### src/rtl/ppc_multimode_counter.sv
`default_nettype none
// ============================================================================
//  Module   : ppc_multimode_counter
//  Brief    : Parameterised step counter with ping-pong / wrap / one-shot
//             boundary handling, synchronous load and saturating bounce count.
//  Revision : 1.0 - initial release
// ============================================================================
module ppc_multimode_counter #(
    parameter int WIDTH = 4,
    parameter int CNT_W = 8
) (
    input  logic             clk,
    input  logic             rst_n,
    input  logic             enable,
    input  logic             flip,
    input  logic             load,
    input  logic [WIDTH-1:0] load_val,
    input  logic [1:0]       mode,
    input  logic [WIDTH-1:0] step,
    input  logic [WIDTH-1:0] max,
    input  logic [WIDTH-1:0] min,
    output logic             direction,
    output logic [WIDTH-1:0] out,
    output logic             hold,
    output logic             done,
    output logic             bounce,
    output logic [CNT_W-1:0] bounce_cnt
);

    localparam logic [1:0] c_init         = 2'd0;
    localparam logic [1:0] c_run          = 2'd1;
    localparam logic [1:0] c_done         = 2'd2;
    localparam logic [1:0] c_mode_wrap    = 2'd1;
    localparam logic [1:0] c_mode_oneshot = 2'd2;

    logic [1:0]       r_state;
    logic [WIDTH-1:0] r_out;
    logic             r_dir;
    logic             r_done;
    logic             r_bounce;
    logic [CNT_W-1:0] r_bcnt;

    logic             w_range_bad;
    logic [WIDTH:0]   w_step;
    logic [WIDTH:0]   w_up_sum;
    logic [WIDTH:0]   w_dn_lim;
    logic [WIDTH-1:0] w_up_val;
    logic [WIDTH-1:0] w_dn_val;
    logic             w_d;
    logic             w_at_bound;
    logic [CNT_W-1:0] w_bcnt_inc;

    logic [1:0]       w_nxt_state;
    logic [WIDTH-1:0] w_nxt_out;
    logic             w_nxt_dir;
    logic             w_nxt_done;
    logic             w_nxt_bounce;
    logic [CNT_W-1:0] w_nxt_bcnt;

    assign w_range_bad = (max <= min) | (r_out < min) | (r_out > max);
    assign hold        = (r_state != c_init) & w_range_bad;

    // One extra bit keeps the clamp comparisons free of wraparound.
    assign w_step   = (step == '0) ? (WIDTH+1)'(1) : {1'b0, step};
    assign w_up_sum = {1'b0, r_out} + w_step;
    assign w_dn_lim = {1'b0, min} + w_step;
    assign w_up_val = (w_up_sum > {1'b0, max}) ? max : w_up_sum[WIDTH-1:0];
    assign w_dn_val = ({1'b0, r_out} >= w_dn_lim) ? (r_out - w_step[WIDTH-1:0]) : min;

    assign w_d        = r_dir ^ flip;
    assign w_at_bound = w_d ? (r_out == max) : (r_out == min);
    assign w_bcnt_inc = (r_bcnt == '1) ? r_bcnt : (r_bcnt + CNT_W'(1));

    always_comb begin
        w_nxt_state  = r_state;
        w_nxt_out    = r_out;
        w_nxt_dir    = r_dir;
        w_nxt_done   = r_done;
        w_nxt_bounce = 1'b0;
        w_nxt_bcnt   = r_bcnt;
        if (r_state == c_init) begin
            w_nxt_out   = min;
            w_nxt_dir   = 1'b1;
            w_nxt_state = c_run;
        end else if (load) begin
            w_nxt_out   = load_val;
            w_nxt_dir   = 1'b1;
            w_nxt_done  = 1'b0;
            w_nxt_bcnt  = '0;
            w_nxt_state = c_run;
        end else if (enable && (r_state != c_done) && !w_range_bad) begin
            if (w_at_bound) begin
                if (mode == c_mode_oneshot) begin
                    w_nxt_dir   = w_d;
                    w_nxt_done  = 1'b1;
                    w_nxt_state = c_done;
                end else if (mode == c_mode_wrap) begin
                    w_nxt_out    = w_d ? min : max;
                    w_nxt_dir    = w_d;
                    w_nxt_bounce = 1'b1;
                    w_nxt_bcnt   = w_bcnt_inc;
                end else begin
                    // Ping-pong: reverse first, then take a step the other way.
                    w_nxt_out    = w_d ? w_dn_val : w_up_val;
                    w_nxt_dir    = ~w_d;
                    w_nxt_bounce = 1'b1;
                    w_nxt_bcnt   = w_bcnt_inc;
                end
            end else begin
                w_nxt_out = w_d ? w_up_val : w_dn_val;
                w_nxt_dir = w_d;
            end
        end
    end

    always_ff @(posedge clk or negedge rst_n) begin
        if (!rst_n) begin
            r_state  <= c_init;
            r_out    <= '0;
            r_dir    <= 1'b1;
            r_done   <= 1'b0;
            r_bounce <= 1'b0;
            r_bcnt   <= '0;
        end else begin
            r_state  <= w_nxt_state;
            r_out    <= w_nxt_out;
            r_dir    <= w_nxt_dir;
            r_done   <= w_nxt_done;
            r_bounce <= w_nxt_bounce;
            r_bcnt   <= w_nxt_bcnt;
        end
    end

    assign out        = r_out;
    assign direction  = r_dir;
    assign done       = r_done;
    assign bounce     = r_bounce;
    assign bounce_cnt = r_bcnt;

endmodule
`default_nettype wire

### config.mk
export PLATFORM = sky130hd
export DESIGN_NAME = ppc_multimode_counter
export DESIGN_NICKNAME = d
export VERILOG_FILES = /design/src/rtl/ppc_multimode_counter.sv
export SDC_FILE = /design/constraint.sdc
export NUM_CORES = 1
export LEC_CHECK = 0
export CORE_MARGIN = 1.5
export CORE_UTILIZATION = 55
export CTS_BUF_LIST = sky130_fd_sc_hd__clkbuf_2 sky130_fd_sc_hd__clkbuf_4 sky130_fd_sc_hd__clkbuf_8
export CTS_CLUSTER_DIAMETER = 40
export CTS_CLUSTER_SIZE = 12
export DETAILED_ROUTE_END_ITERATION = 7
export HOLD_SLACK_MARGIN = 0.05
export PLACE_DENSITY_LB_ADDON = 0.25
export SYNTH_ARGS = -nofsm -noshare
export SYNTH_HDL_FRONTEND = slang
export SYNTH_SLANG_ARGS = --single-unit
### constraint.sdc
create_clock -name clk -period 3.6 [get_ports clk]
set_clock_uncertainty 0.2 [all_clocks]
set_input_delay 0.54 -clock clk [delete_from_list [all_inputs] [get_ports clk]]
set_output_delay 0.54 -clock clk [all_outputs]
set_load 0.01 [all_outputs]
==> Yosys cells after proc, flatten, opt, wreduce, memory -nomap -nowiden <==
Index checks and enable logic that the tools add are counted.
{ "totals": {"register_bits": 17, "output_inout_bits": 16, "elab_cells": 84} }
{ "op_classes": {"add_sub_neg": 4, "order_cmp": 5, "n_eq_ne": 9, "muxes": 38, "n_bitwise": 6, "reduce_logical": 16} }
{ "op_table": {"columns": ["operator", "count"], "rows": [
  ["$mux W4", 12],
  ["$mux W8", 5],
  ["$mux W1", 16],
  ["$add A4 B4 Y5", 2],
  ["$mux W2", 5],
  ["$reduce_bool A3 Y1", 3],
  ["$add A8 B1 Y8 const B", 1],
  ["$eq A4 B4 Y1", 2],
  ["$eq A8 B8 Y1 const B", 1],
  ["$reduce_bool A2 Y1", 4],
  ["$ne A2 B2 Y1 const B", 3],
  ["$ge A4 B5 Y1", 1],
  ["$gt A5 B4 Y1", 1],
  ["$reduce_and A5 Y1", 1],
  ["$gt A4 B4 Y1", 1],
  ["$le A4 B4 Y1", 1],
  ["$logic_not A4 Y1", 1],
  ["$lt A4 B4 Y1", 1],
  ["$ne A4 B4 Y1 const B", 1],
  ["$reduce_and A4 Y1", 1],
  ["$sub A4 B4 Y4", 1],
  ["$reduce_and A3 Y1", 1],
  ["$eq A2 B1 Y1 const B", 1],
  ["$eq A2 B2 Y1 const B", 1],
  ["other kinds (8)", 11]
]} }

==> Longest topological paths before layout <==
Gate-level depths: netlist of the first run.
{ "depth": {"depth_word": 12, "mapped_depth": 14, "ltp_nobuf": 14} }

==> Worst setup path before layout of the first run <==
No wires, ideal clock.
{ "synth_path": {"path_kind": "input to register", "startpoint": "input port step[3]", "endpoint": "register r_out[1] (netlist: out[1])", "setup_time_ns": 0.104, "t_arrival_ns": 3.256, "required_ns": 3.296, "setup_slack_ns": 0.040, "path_stages": 12, "path_buffers": 0, "cell_sequence": "nor3_1 -> or2_2 -> ha_1 -> inv_1 -> fa_1 -> ha_1 -> a2111oi_0 -> nand3b_1 -> mux2_2 -> a221oi_1 -> nor2_1 -> a221oi_1"} }
{ "synth_via": {"elab_chain_cells": 12, "elab_cells_between_ends": 17} }
{ "synth_rtl": {"columns": ["element", "line", "rtl"], "rows": [
  ["start, declared", "19", "input logic [WIDTH-1:0] step,"],
  ["$logic_not A4 Y1", "64", "assign w_step = (step == '0) ? (WIDTH+1)'(1) : {1'b0, step};"],
  ["$mux W4 (*)", "64", null],
  ["$add A4 B4 Y5, on equally long branches", "65, 66", null],
  ["$gt A5 B4 Y1 / $ge A4 B5 Y1 (equally long branches)", "67, 68", null],
  ["$mux W4, on equally long branches", "67, 68", null],
  ["$mux W4", "104", "w_nxt_out = w_d ? w_dn_val : w_up_val;"],
  ["$mux W4", "97", "end else if (mode == c_mode_wrap) begin"],
  ["$mux W4", "93", "if (mode == c_mode_oneshot) begin"],
  ["$mux W4 (*)", "92", "if (w_at_bound) begin"],
  ["$mux W4 (*)", "91", "end else if (enable && (r_state != c_done) && !w_range_bad) begin"],
  ["$mux W4 (*)", "85", "end else if (load) begin"],
  ["$mux W4 (*)", "81", "if (r_state == c_init) begin"],
  ["end signal, assigned", "126", "r_out <= w_nxt_out;"],
  ["end, declared", "37", "logic [WIDTH-1:0] r_out;"]
]} }
Every way passes the cells marked *; elsewhere a longest branch is shown, timed or not. The select of a mux whose other input is x is not followed.
A chain may end at the register's enable or synchronous reset.

==> Final worst setup path of the first run <==
{ "layout_path": {"startpoint": "input port step[2]", "endpoint": "register r_out[1] (netlist: out[1])"} }
The elaborated chain is that of the path after synthesis.

==> qor.csv, run 1 <==
stage;metric;value;unit
run_status;status;complete, no violations;
route;drt-pass1-iter-count;4;
finish;antenna_cells;0;
setup_path;timing.critical_path.to_type;flip-flop;
yosys;yosys.area_share.adder;22.0;%
clock_tree;numClockSinks;17;
global_route;grt_overflow;0;
yosys;syn_area_per_cell;8.29;um2
clock_tree;clock_tree.buffer_depth;2;
setup_path;criticalPathCategory;in2reg;
setup_path;crit_path_max_incr_delay;0.56;ns
finish;nets_final;378;
pwr;power_frac_seq;17.8;%
pwr;vdd_ir_drop_max;0.352;mV
global_route;antenna_found_initial;0;
floorplanning;fp.coreArea;3660;um2
setup_path;required;3.56;ns
global_route;first_global_vias;2208;
yosys;synth_sequential_area_ratio;20.3;%
floorplanning;die_area;4190;um2
setup_path;worst_path_max_delay_cell;fa_2;
route;totalWireLength;6.29;mm
finish;flow.area_growth_from_synthesis;44.7;%
pwr;fin_total_pwr;1.37;mW
clock_tree;worst_skew_pair.late_latency;0.25;ns
route;vias;2173;
route;avgViaCountPerCell;5.92;
global_route;wire_length_of_the_first_global_routing_pass;10.2;mm
yosys;synth_area;2100;um2
route;detail-route-antenna-nets;0;
worst_hold_path;hp-class;reg2reg;
pwr;sw_frac_of_total;43.1;%
yosys;synth_enable_flop_cells;0;
setup_path;worst_ep_arrival_time;3.46;ns
finish;layout.cells.most_common_list;clkdlybuf4s50_1, buf_4, ha_1, a21oi_1, inv_1;
finish;mostFrequentLayoutCell;clkdlybuf4s50_1;
global_route;grt_util_all_layers;31.7;%
yosys;yosys_most_used_dff;dfrtp_1;
sta;setup_viol;0;
place;detailed_placer_s_ending_hpwl;4.43;mm
sta;slew_limit_headroom;48.9;%
yosys;yosys-mux-area-fraction;3.46;%
sta;number_of_hold_slack_violations_in_the_final_timing_report;0;
setup_path;cp_cell_sequence;clkdlybuf4s15_1 > nor3_2 > or2_4 > ha_4 > inv_2 > fa_2 > ha_4 > a2111oi_4 > nand3b_1 > mux2_4 > a221oi_2 > nor2_1 > a221oi_2;
flow_run;max_cap_violations;0;
sta;fin_crit_sh;97.3;%
floorplanning;design.portCount;39;
place;placement.io_buffers;38;
clock_tree;root_buffer;clkbuf_8;
floorplanning;std_cell_rows;22;
clock_tree;cts_hold_buf;0;
yosys;synthesis.yosys.warnings;0;
yosys;synth-simple-area-share;21.4;%
clock_tree;cts_htree_levels;1;
pwr;clockPowerShare;10.8;%
sta;hold_ws;0.320;ns
yosys;synth_compound_area_share;20.8;%
pwr;p_int;778;uW
sta;final_max_slew_viol_count;0;
place;place_inst;362;
route;detail_route.drc_violations;0;
yosys;postSynthNetCount;311;
global_route;grt_start_max_net_pins;18;
yosys;largest_family_of_logic_cells_by_synthesized_area;adder cells;
floorplanning;die_width;64.7;um
route;drt_first_iter_violations;186;
finish;final_cell_count_no_fill;367;
floorplanning;initial_utilization;57.3;%
clock_tree;cts-buffers-inserted;3;
yosys;yosysUniqueCellTypes;49;
clock_tree;clk_pin_slew_worst_paths;0.07;ns
place;finalWeightedCongestion;1.08;
sta;max_clock_freq;285;MHz
floorplanning;fp.dieH;64.7;um
sta;tightestPinTransition;0.764;ns
yosys;ys_seq_elements;17;
clock_tree;tritoncts;built;
yosys;netlist_instances;253;
finish;post_route_cells_drive_above_1_share;24.5;%
yosys;async_reset_ff_share;100;%
yosys;yosys.area_share.xor_xnor;6.62;%
pwr;leakage;1.32;nW
setup_path;critPathLaunchType;input pin;
route;wire_per_inst;17.1;um
sta;post-route-min-period;3.50;ns
pwr;share_comb_of_total_power;71.5;%
pwr;power.net_switching;590;uW
pwr;power.density;451;nW/um2
setup_path;critPathMaxFanout;3;
## worst max-delay path, delay by kind of cell
kind | cells | cell delay, ns
compound gates | 3 | 0.76
fa+ha+maj | 3 | 0.92
buf+inv | 2 | 0.26
mux | 1 | 0.34
simple gates | 4 | 0.65
## worst paths after layout
kind                       cells past startpoint    start  slack [ns]       endpoint
min in group asynchronous                      1    rst_n        0.54  bounce_cnt[4]
max                                           13  step[2]         0.1         out[1]
min reg2reg                                    2     done        0.32           done
min                                            2     done        0.32           done
max reg2reg                                   12   out[1]        0.24         out[3]
max in group asynchronous                      1    rst_n        2.18     r_state[0]
## state kept, by name (all words and copies together), names as in the netlist
signal and count:
bounce_cnt 8, out 4, r_state 2, bounce 1, direction 1, done 1
## synthesized netlist by cell type, types with 2 or more instances
cell type	instances	area share (%)
o211ai_1	2	0.72
ha_1	32	19
xnor2_1	7	2.9
nand4_1	3	0.90
a221oi_1	5	2.1
a21oi_1	27	6.4
fa_1	3	2.9
nor2b_1	7	2.1
nor2_1	19	3.4
nor3_1	3	0.72
xor2_1	7	2.9
inv_1	25	4.5
and3_1	2	0.60
or2_2	2	0.60
and2_1	2	0.60
and4_1	3	1.3
a211oi_1	5	1.8
o21ai_0	15	3.6
nand3_1	12	2.9
mux2_2	2	1.1
dfrtp_1	16	19
mux2i_1	5	2.4
clkbuf_1	3	0.54
o21bai_1	2	0.72
nand2_1	10	1.8
buf_1	2	0.36
a21o_1	3	1.1
nand2b_1	4	1.2
nor3_2	4	1.9
or3_1	2	0.60
## routing by layer
layer | part of all wire [%] | GRT usage (%) | vias to the layer above
li1 | - | - | 1044
met1 | 42 | 40.1 | 1012
met2 | 49 | 55.8 | 101
met3 | 7.1 | 4.51 | 16
met4 | 2.4 | 9.04 | 0
met5 | 0 | 0 | -
## stage by stage
stage	utilization [%]	setup WS, ns	TNS, ns	cell area (um2)
after CTS	80.3	0.0584	0	2940
after floorplan	-	0.0401	0	2100
final	82.9	0.0972	0	3030
after global routing	82.9	-0.0219	-0.0219	3030
after global placement	74.5	-0.461	-1.57	2730
after detailed placement	74.5	-0.615	-2.03	2730
## repair_timing
action                     CTS  global route
setup endpoints to repair    5             4
resized for setup           34            20
pin swaps                   14            21
buffers inserted             2             0
## kinds of logic (layout without fill, tap and decap cells)
| logic type | count (synthesis) | count (layout) |
|---|---|---|
| AND/OR/NAND/NOR | 79 | 79 |
| AO/OA/AOI/OAI | 70 | 70 |
| adder cells (fa/ha/maj) | 35 | 35 |
| buffers and inverters | 30 | 96 |
| flip-flops | 17 | 17 |
| XOR/XNOR | 15 | 15 |
| multiplexers | 7 | 7 |
## cell type report
cell class | count | area, um2
tap | 48 | 60.1
multi-input combinational | 206 | 1800
fill | 213 | 627
sequential | 17 | 427
inverter | 25 | 93.8
clock buffer | 4 | 48.8
timing repair buffer | 67 | 608
## power by group through the flow
| stage | Sequential, mW | Clock, mW | Combinational (mW) |
|---|---|---|---|
| global placement | 0.239 | 0 | 0.715 |
| detailed placement | 0.238 | 0 | 0.734 |
| global route | 0.243 | 0.160 | 1.06 |
| finish | 0.243 | 0.148 | 0.978 |
| CTS | 0.238 | 0.151 | 0.878 |
| floorplan | 0.236 | 0 | 0.439 |
Power figures use the tool's default switching activity.
==> run 2: changes to the inputs <==
CTS_CLUSTER_SIZE = default   (was 12)
RECOVER_POWER = 100   (was default)
==> qor.csv, run 2 (synthesis results as in run 1) <==
stage;metric;value;unit
sta;post-route-min-period;3.54;ns
sta;max_clock_freq;282;MHz
place;detailed_placer_s_ending_hpwl;4.43;mm
setup_path;cp_cell_sequence;dlygate4sd3_1 > ha_1 > a21o_1 > a21oi_2 > xor2_1 > ha_2 > o21ai_0 > a21oi_1 > nand3b_1 > buf_6 > mux2i_2 > a221oi_2 > a31oi_1 > o31ai_1;
sta;number_of_hold_slack_violations_in_the_final_timing_report;0;
pwr;power.net_switching;589;uW
finish;flip_flop_count_of_the_largest_register_all_copies_and_words_added;8;
setup_path;critPathMaxFanout;3;
clock_tree;numClockSinks;17;
finish;final_cell_utilization_of_the_core;82.1;%
floorplanning;initial_utilization;57.3;%
route;drt-pass1-iter-count;7;
place;dp_worst_setup_slack;-0.615;ns
route;drt_first_iter_violations;124;
setup_path;worst_ep_arrival_time;3.50;ns
flow_run;max_cap_violations;0;
finish;antenna_cells;0;
floorplanning;die_width;64.7;um
setup_path;criticalPathCategory;in2reg;
place;placed_area;2730;um2
clock_tree;clk_pin_slew_worst_paths;0.07;ns
setup_path;required;3.56;ns
finish;nets_final;378;
route;vias;2211;
floorplanning;design.portCount;39;
clock_tree;clock_tree.buffer_depth;2;
finish;fin_area;3010;um2
route;detail_route.drc_violations;0;
setup_path;timing.rr.start;out[1];
finish;post_route_cells_drive_above_1_share;23.2;%
global_route;first_global_vias;2208;
global_route;antenna_found_initial;0;
setup_path;worstRegToRegCells;12;
setup_path;rrSetupSlack;0.22;ns
clock_tree;cts_htree_levels;1;
clock_tree;tritoncts;built;
route;avgViaCountPerCell;6.02;
worst_hold_path;hp-class;reg2reg;
sta;slew_limit_headroom;49.0;%
clock_tree;root_buffer;clkbuf_8;
sta;setup_viol;0;
sta;fin_tns_setup;0;ns
route;wire_per_inst;17.4;um
sta;fin_crit_sh;98.4;%
setup_path;timing.rr.end;out[3];
pwr;clockPowerShare;10.9;%
floorplanning;fp.coreArea;3660;um2
route;totalWireLength;6.40;mm
finish;flow.area_growth_from_synthesis;43.3;%
global_route;grt_start_max_net_pins;18;
setup_path;worst_path_max_delay_cell;dlygate4sd3_1;
pwr;share_comb_of_total_power;71.3;%
setup_path;timing.critical_path.to_type;flip-flop;
pwr;vdd_ir_drop_max;0.351;mV
setup_path;last_element_of_the_critical_path;out[0];
clock_tree;cts-buffers-inserted;3;
pwr;sw_frac_of_total;43.3;%
pwr;power.density;452;nW/um2
pwr;power_frac_seq;17.8;%
floorplanning;fp.dieH;64.7;um
global_route;grt_overflow;0;
global_route;grt_util_all_layers;31.7;%
sta;tightestPinTransition;0.763;ns
sta;final_max_slew_viol_count;0;
floorplanning;std_cell_rows;22;
global_route;wire_length_of_the_first_global_routing_pass;10.2;mm
place;placement.io_buffers;38;
run_status;status;complete, no violations;
finish;layout.cells.most_common_list;buf_4, ha_1, a21oi_1, inv_1, nor2_1;
pwr;leakage;1.34;nW
clock_tree;worst_skew_pair.late_latency;0.25;ns
finish;mostFrequentLayoutCell;buf_4;
setup_path;critPathLaunchType;input pin;
floorplanning;die_area;4190;um2
sta;setup_ws;0.0574;ns
pwr;p_int;769;uW
setup_path;crit_start;min[1];
finish;n_fill_cell;219;
route;detail-route-antenna-nets;0;
setup_path;crit_path_max_incr_delay;0.58;ns
place;finalWeightedCongestion;1.08;
## run 2: cell count changes in the layout (fill, tap and decap cells not counted), sizes merged
cell,before,now
clkdlybuf4s50,32,15
dlygate4sd3,0,17
buf,29,28
clkbuf,4,5
## run 2: how the worst min path moves through the flow
stage / to / from / cells past startpoint / slack [ns]
6_report: done / done / 2 / 0.31
3_3_place_gp: done / done / 2 / 0.29
3_5_place_dp: done / done / 2 / 0.30
2_1_floorplan: bounce / rst_n / 0 / 0.04
4_1_cts: done / done / 2 / 0.32
5_1_grt: done / done / 2 / 0.34
## run 2: stage by stage
stage	power (mW)	hold WS [ns]	instances
after global routing	1.45	0.337	367
after global placement	0.953	0.295	362
after CTS	1.27	0.316	367
after floorplan	0.675	0.0444	253
final	1.36	0.315	367
after detailed placement	0.972	0.299	362
## run 2: repair_timing
item / in CTS / in global routing
endpoints found under the hold margin: 0 / 0
pin swaps: 14 / 21
endpoints found under the setup margin: 5 / 4
resized for setup: 34 / 20
hold buffers: 0 / 0
setup buffers: 2 / 0
## run 2: cell type report
| cell class | count | area, um2 | share of cell area, % |
|---|---|---|---|
| multi-input cells | 206 | 1770 | 59.0 |
| repair buffers | 67 | 604 | 20.1 |
| flip-flops and latches | 17 | 427 | 14.2 |
| well taps | 48 | 60.1 | 2.00 |
| inverters | 25 | 93.8 | 3.12 |
| clock buffers | 4 | 48.8 | 1.62 |
## run 2: power groups by stage
stage | Sequential [mW] | Combinational [mW] | Clock, mW
2_1_floorplan | 0.236 | 0.439 | 0
3_3_place_gp | 0.239 | 0.715 | 0
3_5_place_dp | 0.238 | 0.734 | 0
4_1_cts | 0.238 | 0.878 | 0.151
5_1_grt | 0.243 | 1.04 | 0.160
6_report | 0.242 | 0.968 | 0.148
## run 2: per-layer routing
metal / share of wire (%) / track usage [%] / vias to the layer above
li1: - / - / 1043
met2: 48 / 55.8 / 112
met3: 7.4 / 4.51 / 24
met1: 42 / 40.1 / 1032
met4: 2.7 / 9.04 / 0
met5: 0 / 0 / -
## run 2: worst max-delay path: cells and delay by family
family | cells | cell delay (ns)
fa+ha+maj | 2 | 0.60
compound gates | 7 | 1.16
mux | 1 | 0.16
simple gates | 1 | 0.17
buf+inv | 2 | 0.76
xor+xnor | 1 | 0.09
==> run 3: changes to the inputs <==
CORE_ASPECT_RATIO = 0.9   (was default)
==> qor.csv, run 3 (synthesis results as in run 1) <==
stage;metric;value;unit
run_status;status;complete, but fails checks;
run_status;failed_checks;setup timing;
pwr;sw_frac_of_total;43.9;%
route;detail_route.drc_violations;0;
global_route;global_route_layer_with_the_greatest_usage;met2;
pwr;p_int;750;uW
clock_tree;clock_tree.buffer_depth;2;
sta;max_clock_freq;272;MHz
setup_path;cp_cell_sequence;dlygate4sd2_1 > nor3_2 > or2_4 > ha_4 > buf_4 > a21o_1 > a21oi_1 > xor2_1 > ha_1 > o21ai_0 > a21oi_1 > nand3b_1 > mux2_4 > a221oi_2 > nor2_1 > a221oi_2;
sta;final_max_slew_viol_count;0;
global_route;grt_util_all_layers;29.7;%
clock_tree;tritoncts;built;
global_route;grt.met2_usage;50.8;%
floorplanning;std_cell_rows;21;
global_route;grt_start_max_net_pins;18;
sta;setup_viol;3;
setup_path;timing.critical_path.buf_inv;2;
floorplanning;fp.coreArea;3680;um2
setup_path;timing.critical_path.max_delay_family;compound AO/OA/AOI/OAI gates;
finish;final_cell_count_no_fill;368;
global_route;grt_use_met1;39.4;%
setup_path;worst_path_max_delay_cell;mux2_4;
finish;flip_flop_count_of_the_largest_register_all_copies_and_words_added;8;
route;totalWireLength;6.71;mm
pwr;share_comb_of_total_power;71.6;%
global_route;antenna_found_initial;0;
pwr;fin_total_pwr;1.34;mW
setup_path;crit_start;step[1];
floorplanning;die_width;68.1;um
route;wire_per_inst;18.2;um
setup_path;crit_path_max_incr_delay;0.35;ns
worst_hold_path;beginning_of_the_worst_hold_path;r_state[1];
finish;n_fill_cell;233;
flow_run;max_cap_violations;0;
clock_tree;clk_pin_slew_worst_paths;0.08;ns
finish;antenna_cells;0;
place;place_inst;363;
pwr;vdd_ir_drop_max;0.258;mV
clock_tree;cts-buffers-inserted;3;
finish;post_route_cells_drive_above_1_share;20.8;%
sta;post-route-min-period;3.67;ns
route;avgViaCountPerCell;6.14;
setup_path;required;3.57;ns
sta;fin_tns_setup;-0.109;ns
sta;slew_limit_headroom;46.5;%
route;drt_first_iter_violations;190;
clock_tree;worst_skew_pair.late_latency;0.26;ns
setup_path;critPathMaxFanout;3;
place;detailed_placer_s_ending_hpwl;4.78;mm
pwr;leakage;1.34;nW
setup_path;worst_ep_arrival_time;3.65;ns
clock_tree;cts_htree_levels;1;
setup_path;criticalPathCategory;in2reg;
sta;fin_crit_sh;102;%
finish;layout.cells.most_common_list;buf_4, ha_1, a21oi_1, inv_1, nor2_1;
floorplanning;fp.dieH;61.6;um
place;dp_worst_setup_slack;-0.653;ns
floorplanning;initial_utilization;57.0;%
finish;mostFrequentLayoutCell;buf_4;
setup_path;timing.rr.start;out[1];
global_route;grt_overflow;0;
pwr;power.net_switching;587;uW
global_route;wire_length_of_the_first_global_routing_pass;9.18;mm
place;placed_area;2750;um2
floorplanning;die_area;4190;um2
finish;fin_area;2980;um2
route;drt-pass1-iter-count;5;
global_route;use_met3;5.30;%
route;vias;2261;
sta;tightestPinTransition;0.800;ns
setup_path;critPathLaunchType;input pin;
worst_hold_path;hp-class;reg2reg;
pwr;clockPowerShare;11.0;%
setup_path;timing.critical_path.to_type;flip-flop;
place;placement.io_buffers;38;
sta;number_of_hold_slack_violations_in_the_final_timing_report;0;
clock_tree;numClockSinks;17;
floorplanning;design.portCount;39;
global_route;first_global_vias;1977;
finish;flow.area_growth_from_synthesis;42.3;%
finish;nets_final;381;
route;detail-route-antenna-nets;0;
place;finalWeightedCongestion;0.987;
pwr;power_frac_seq;17.4;%
clock_tree;root_buffer;clkbuf_8;
sta;setup_ws;-0.0731;ns
clock_tree;cts_hold_buf;0;
pwr;power.density;448;nW/um2
-- run 3: worst paths after layout --
| check | endpoint | slack, ns | cells past startpoint |
|---|---|---|---|
| max in group asynchronous | r_state[1] | 2.12 | 1 |
| max reg2reg | out[0] | 0.18 | 13 |
| max | out[1] | -0.07 | 16 |
| min reg2reg | r_state[1] | 0.31 | 1 |
| min in group asynchronous | bounce_cnt[4] | 0.59 | 1 |
| min | r_state[1] | 0.31 | 1 |
-- run 3: layout make-up --
class | instances | area [um2] | area share [%]
Tap cell | 46 | 57.6 | 1.93
Clock buffer | 3 | 41.3 | 1.38
Inverter | 25 | 93.8 | 3.14
Multi-Input combinational cell | 206 | 1750 | 58.6
Timing Repair Buffer | 70 | 612 | 20.5
Clock inverter | 1 | 5.00 | 0.168
Sequential cell | 17 | 427 | 14.3
-- run 3: per-layer routing --
| layer | share of wire [%] | wire (um) |
|---|---|---|
| met2 | 47 | 3150 |
| met1 | 43 | 2900 |
| met5 | 0 | 0 |
| met3 | 7.1 | 475 |
| met4 | 2.7 | 182 |
-- run 3: stage by stage --
step	hold WS [ns]	util, %
floorplan	0.0444	-
global placement	0.289	74.7
detailed placement	0.300	74.7
CTS	0.315	77.4
global route	0.345	81.1
finish	0.311	81.1
-- run 3: timing repair --
| action | 4_1_cts | 5_1_grt |
|---|---|---|
| setup buffers | 0 | 1 |
| cloned | 0 | 0 |
| endpoints found under the setup margin | 5 | 4 |
| pin swaps | 9 | 19 |
| gates resized for setup | 20 | 26 |
-- run 3: power by group through the flow --
stage | logic (mW) | clock network [mW] | registers [mW]
6_report | 0.958 | 0.147 | 0.232
3_5_place_dp | 0.747 | 0 | 0.232
4_1_cts | 0.794 | 0.148 | 0.229
3_3_place_gp | 0.732 | 0 | 0.232
5_1_grt | 1.03 | 0.153 | 0.232
2_1_floorplan | 0.439 | 0 | 0.236
